[src/rtl/ulpi_tx_arbiter.sv]
// ulpi_tx_arbiter: round-robin owner of the ULPI transmit path for three link-side requesters
//   Source 0 sends a handshake token, source 1 a data packet and source 2 a PHY register write.
//   The granted source is run through TXCMD, data bytes and stp.
//   The block backs off whenever the PHY turns the bus around (dir high).
// Ports:
//   clk, n_rst                      clock, asynchronous active-low reset
//   i_ulpi_tick                     one-clk strobe per ULPI clock edge; state only advances on it
//   i_dir, i_nxt                    ULPI direction / next from the PHY
//   o_ulpi_data_out, o_ulpi_oe      byte to the PHY and its bus enable
//   o_stp                           ULPI stop
//   i_req, o_grant                  per-source request and one-hot grant
//   o_done, o_abort                 one-clk completion / abandon pulses per source
//   i_hs_pid                        source 0 PID
//   i_pkt_pid, i_pkt_byte           source 1 PID and current payload byte
//   i_pkt_last, o_pkt_pop           source 1 last-byte flag and byte-consumed pulse
//   i_reg_addr, i_reg_data          source 2 register address and write data
module ulpi_tx_arbiter (
    input  logic       clk,
    input  logic       n_rst,
    input  logic       i_ulpi_tick,
    input  logic       i_dir,
    input  logic       i_nxt,
    output logic [7:0] o_ulpi_data_out,
    output logic       o_ulpi_oe,
    output logic       o_stp,
    input  logic [2:0] i_req,
    output logic [2:0] o_grant,
    output logic [2:0] o_done,
    output logic [2:0] o_abort,
    input  logic [3:0] i_hs_pid,
    input  logic [3:0] i_pkt_pid,
    input  logic [7:0] i_pkt_byte,
    input  logic       i_pkt_last,
    output logic       o_pkt_pop,
    input  logic [5:0] i_reg_addr,
    input  logic [7:0] i_reg_data
);
    typedef enum logic [2:0] {IDLE, CMD, DATA, STOP, TURN} state_t;
    state_t     r_state;
    logic [2:0] r_grant;
    logic [2:0] r_done;
    logic [2:0] r_abort;
    logic       r_pop;
    logic [1:0] r_last;
    logic [7:0] r_wait;
    logic [1:0] w_c1;
    logic [1:0] w_c2;
    logic [1:0] w_win;
    logic [7:0] w_cmd;
    logic [7:0] w_dat;

    // Search order starts at the source after the previous winner and wraps back to it.
    assign w_c1  = (r_last == 2'd2) ? 2'd0 : r_last + 2'd1;
    assign w_c2  = (w_c1 == 2'd2) ? 2'd0 : w_c1 + 2'd1;
    assign w_win = i_req[w_c1] ? w_c1 : i_req[w_c2] ? w_c2 : r_last;

    assign w_cmd = r_grant[0] ? {4'b0100, i_hs_pid} :
                   r_grant[1] ? {4'b0100, i_pkt_pid} : {2'b10, i_reg_addr};
    assign w_dat = r_grant[1] ? i_pkt_byte : i_reg_data;

    assign o_ulpi_data_out = (r_state == CMD) ? w_cmd : (r_state == DATA) ? w_dat : 8'h00;
    assign o_ulpi_oe       = (r_state == CMD) || (r_state == DATA) || (r_state == STOP);
    assign o_stp           = (r_state == STOP);
    assign o_grant         = r_grant;
    assign o_done          = r_done;
    assign o_abort         = r_abort;
    assign o_pkt_pop       = r_pop;

    always_ff @(posedge clk or negedge n_rst) begin
        if (!n_rst) begin
            r_state <= IDLE;
            r_grant <= 3'b000;
            r_done  <= 3'b000;
            r_abort <= 3'b000;
            r_pop   <= 1'b0;
            r_last  <= 2'd2;
            r_wait  <= 8'd0;
        end else begin
            // Pulses live for exactly one clk after the tick edge that raised them.
            r_done  <= 3'b000;
            r_abort <= 3'b000;
            r_pop   <= 1'b0;
            if (i_ulpi_tick) begin
                case (r_state)
                    IDLE: begin
                        if (i_dir) begin
                            r_state <= TURN;
                        end else if (|i_req) begin
                            r_grant <= 3'b001 << w_win;
                            r_last  <= w_win;
                            r_wait  <= 8'd0;
                            r_state <= CMD;
                        end
                    end
                    CMD: begin
                        if (i_dir) begin
                            r_abort <= r_grant;
                            r_grant <= 3'b000;
                            r_state <= TURN;
                        end else if (i_nxt) begin
                            r_state <= r_grant[0] ? STOP : DATA;
                        end else if (r_wait == 8'd254) begin
                            // 255th tick without nxt: the PHY is not listening, give up.
                            r_abort <= r_grant;
                            r_grant <= 3'b000;
                            r_state <= IDLE;
                        end else begin
                            r_wait <= r_wait + 8'd1;
                        end
                    end
                    DATA: begin
                        if (i_dir) begin
                            r_abort <= r_grant;
                            r_grant <= 3'b000;
                            r_state <= TURN;
                        end else if (i_nxt) begin
                            r_pop <= r_grant[1];
                            if (r_grant[2] || i_pkt_last)
                                r_state <= STOP;
                        end
                    end
                    STOP: begin
                        r_done  <= r_grant;
                        r_grant <= 3'b000;
                        r_state <= i_dir ? TURN : IDLE;
                    end
                    TURN: begin
                        // The tick that sees dir low is the turnaround cycle itself; arbitrate on the next one.
                        if (!i_dir)
                            r_state <= IDLE;
                    end
                    default: r_state <= IDLE;
                endcase
            end
        end
    end
endmodule

[config.mk]
export PLATFORM = sky130hd
export DESIGN_NAME = ulpi_tx_arbiter
export DESIGN_NICKNAME = d
export VERILOG_FILES = /design/src/rtl/ulpi_tx_arbiter.sv
export SDC_FILE = /design/constraint.sdc
export NUM_CORES = 1
export LEC_CHECK = 0
export BUFFER_PORTS_ARGS = -buffer_cell sky130_fd_sc_hd__clkbuf_2
export CORE_AREA = 2 2 87 47
export DETAILED_ROUTE_END_ITERATION = 16
export DIE_AREA = 0 0 89 49
export GPL_TIMING_DRIVEN = 0
export MAX_ROUTING_LAYER = met4
export PLACE_DENSITY_LB_ADDON = 0.25
export SYNTH_ARGS = -nofsm -noshare
export SYNTH_HDL_FRONTEND = slang
export SYNTH_SLANG_ARGS = --single-unit
export TNS_END_PERCENT = 30
[constraint.sdc]
create_clock -name clk -period 1.9 [get_ports clk]
set_clock_uncertainty 0.2 [all_clocks]
set_input_delay 0.285 -clock clk [delete_from_list [all_inputs] [get_ports clk]]
set_output_delay 0.285 -clock clk [all_outputs]
set_load 0.01 [all_outputs]
==> results.toml <==
[placement]
dpl.hpwl_um = 3360
dpl.cell_count = 286
io_buffers = 57
gp_congestion = 0.928

[floorplan]
coreArea_um2 = 3680
die_y_um = 49
die_w_um = 89
initial_core_util = 0.420
io_pins = 59
fp-row-count = 16
die_area_um2 = 4360

[synthesis]
yosysSeqAreaShare = 0.373
syn-cell-area_um2 = 1550
syn_nets = 216
yosysWarnings = 0
synth-seq-cells = 23
synth_cell_types = 46
ys_dominant_reg_cell = "dfrtp_1"
synth_area_per_cell_um2 = 8.84
netlist_instances = 175
async_flop_share = 1.00
synth_enable_flop_cells = 0

[layout]
multi_input_area_um2 = 1120
final_common_cell = "clkbuf_2"
diodes = 0
n_fill_cell = 316
ff_latch_area_um2 = 583
final_cell_mix = "53 x clkbuf_2, 17 x dfrtp_1, 16 x nor2_1, 16 x mux2i_1"
instances_no_fill = 300
fin_nets = 288
area_delta_synth_final_pct = 49.2
drive_gt1_frac = 0.463

[clocking]
cts_buffers = 3
cts-root-buf = "clkbuf_8"
clock_sinks = 23
cts_tree = "done"
htree_levels = 1
clk_path_buf_depth = 2
path_clk_slew_ns = 0.09
clk_latency_ns = 0.27

[worst_setup_path]
critPathRequiredTime_ns = 1.41
cp.arrival_ns = 1.67
end_kind = "primary output"
critPathKind = "reg2out"
worst-path-max-fanout = 7
startpoint_type = "flip-flop"
r2r_setup_slack_ns = -0.17

[grt]
first_global_vias = 1354
grt_overflow = 0
grt_most_used_layer = "met1"
met3_usage = 0.0525
antenna_found_initial = 0
grt_max_degree = 24
grt_use_met2 = 0.259
grt_use_total = 0.220
grt_pass1_wl_um = 7220
use_met1 = 0.372

[drt]
ant_nets = 0
first_pass_iters = 4
vias_per_cell = 5.36
wirelength_um = 4550
vias = 1609
drtIter0Drc = 133
wire_per_inst_um = 15.2
drcViolationCount = 0

[timing]
slew_headroom = 0.613
final_hold_viol_count = 0
layout_min_cycle_time_ns = 2.15
setup_slack_ns = -0.251
rsz0062_at_grt = "yes"
tightestPinTransition_ns = 0.581
setup_viol = 20
min_period_over_period = 1.13
fmax_mhz = 465
slew_violations = 0

[job]
maxCapViolations = 0

[pwr]
vdd_drop_max_mv = 0.811
power_density_nw_per_um2 = 1110
power_mw = 2.55
p_leak_nw = 1.04

[status]
violations = "negative setup slack"
status = "finished, violations left"

[hold_path]
hold_path.class = "in2reg"
## layout make-up
type	instances	share of cell area
plain buffers	8	0.0282
clock buffers	3	0.0179
clock inverters	1	0.00217
inverters	5	0.00813
multi-input cells	137	0.487
flip-flops and latches	23	0.253
well taps	54	0.0293
repair buffers	69	0.175
## per-stage QoR
step | setup TNS, ns | setup WS [ns] | util | hold slack [ns] | area (um^2)
3_3_place_gp | -4.81 | -0.352 | 0.517 | 0.109 | 1910
3_5_place_dp | -4.73 | -0.335 | 0.517 | 0.114 | 1910
5_1_grt | -4.36 | -0.325 | 0.626 | 0.136 | 2310
6_report | -2.95 | -0.251 | 0.626 | 0.131 | 2310
4_1_cts | -3.06 | -0.231 | 0.562 | 0.121 | 2070
2_1_floorplan | -0.173 | -0.0712 | - | -0.211 | 1550
## Yosys cell counts (2+ instances only)
| cell type | instances | area [um^2] |
|---|---|---|
| clkbuf_1 | 6 | 22.5 |
| nand2b_1 | 6 | 37.5 |
| a21oi_1 | 9 | 45.0 |
| nor2_1 | 17 | 63.8 |
| nand2_1 | 13 | 48.8 |
| o22ai_1 | 4 | 25.0 |
| mux2i_1 | 16 | 160 |
| nor3b_1 | 4 | 30.0 |
| nor4_1 | 5 | 31.3 |
| or3_1 | 2 | 12.5 |
| nor4b_1 | 2 | 17.5 |
| ha_1 | 2 | 25.0 |
| nand4_1 | 3 | 18.8 |
| nor2b_1 | 4 | 25.0 |
| nand3b_1 | 3 | 22.5 |
| nand3_1 | 4 | 20.0 |
| o2bb2ai_1 | 2 | 17.5 |
| a21o_1 | 3 | 22.5 |
| and3_1 | 3 | 18.8 |
| mux2_2 | 4 | 45.0 |
| o21ai_0 | 5 | 25.0 |
| buf_2 | 3 | 15.0 |
| dfrtp_1 | 22 | 551 |
| o211ai_1 | 3 | 22.5 |
| nor3_1 | 5 | 25.0 |
| inv_1 | 5 | 18.8 |
## critical path: stages, from the launching register on
cell and delay (ns):
dfrtp_1 0.44, or3b_1 0.38, buf_6 0.15, nor3_4 0.14, nand2_1 0.07, o21ai_1 0.08, clkbuf_2 0.15
## where the power goes
| group | internal, mW | leakage, nW | total [mW] | switching, mW |
|---|---|---|---|---|
| logic | 0.718 | 0.713 | 1.49 | 0.770 |
| clock network | 0.147 | 0.0255 | 0.312 | 0.165 |
| registers | 0.595 | 0.304 | 0.751 | 0.157 |
## registers in the layout, indices dropped and copies added, names as in the netlist
name,cells
r_last,2
o_pkt_pop,1
r_state,3
o_abort,3
o_grant,3
o_done,3
r_wait,8
## worst paths after layout
path / from / end / cells after the start
max: r_state[0] / o_ulpi_data_out[4] / 6
min: i_nxt / o_pkt_pop / 3
max reg2reg: r_state[0] / o_abort[2] / 5
min reg2reg: r_last[1] / r_last[1] / 2
max in group asynchronous: n_rst / o_grant[1] / 2
min in group asynchronous: n_rst / o_pkt_pop / 2
## per-layer routing
layer / part of all wire / vias to the layer above / wire length, um
li1: - / 792 / -
met1: 0.53 / 755 / 2420
met2: 0.39 / 58 / 1750
met3: 0.077 / 4 / 349
met4: 0.0062 / 0 / 28
met5: 0 / - / 0
## cells by family (layout without fill, tap and decap cells)
| logic type | after synthesis | in the layout | share of synthesized area |
|---|---|---|---|
| compound gates | 37 | 37 | 0.162 |
| fa+ha+maj | 2 | 2 | 0.0162 |
| buf+inv | 15 | 86 | 0.0388 |
| flops | 23 | 23 | 0.373 |
| mux | 20 | 20 | 0.133 |
| simple gates | 78 | 78 | 0.278 |
## repair_timing
item,in CTS,in global routing
endpoints found under the setup margin,28,27
pin swaps,4,5
hold buffers,1,0
resized for setup,24,43
hold endpoints to repair,22,0
cloned,0,0
buffers inserted,5,6
Note: power is estimated with default switching activity, not from simulation.
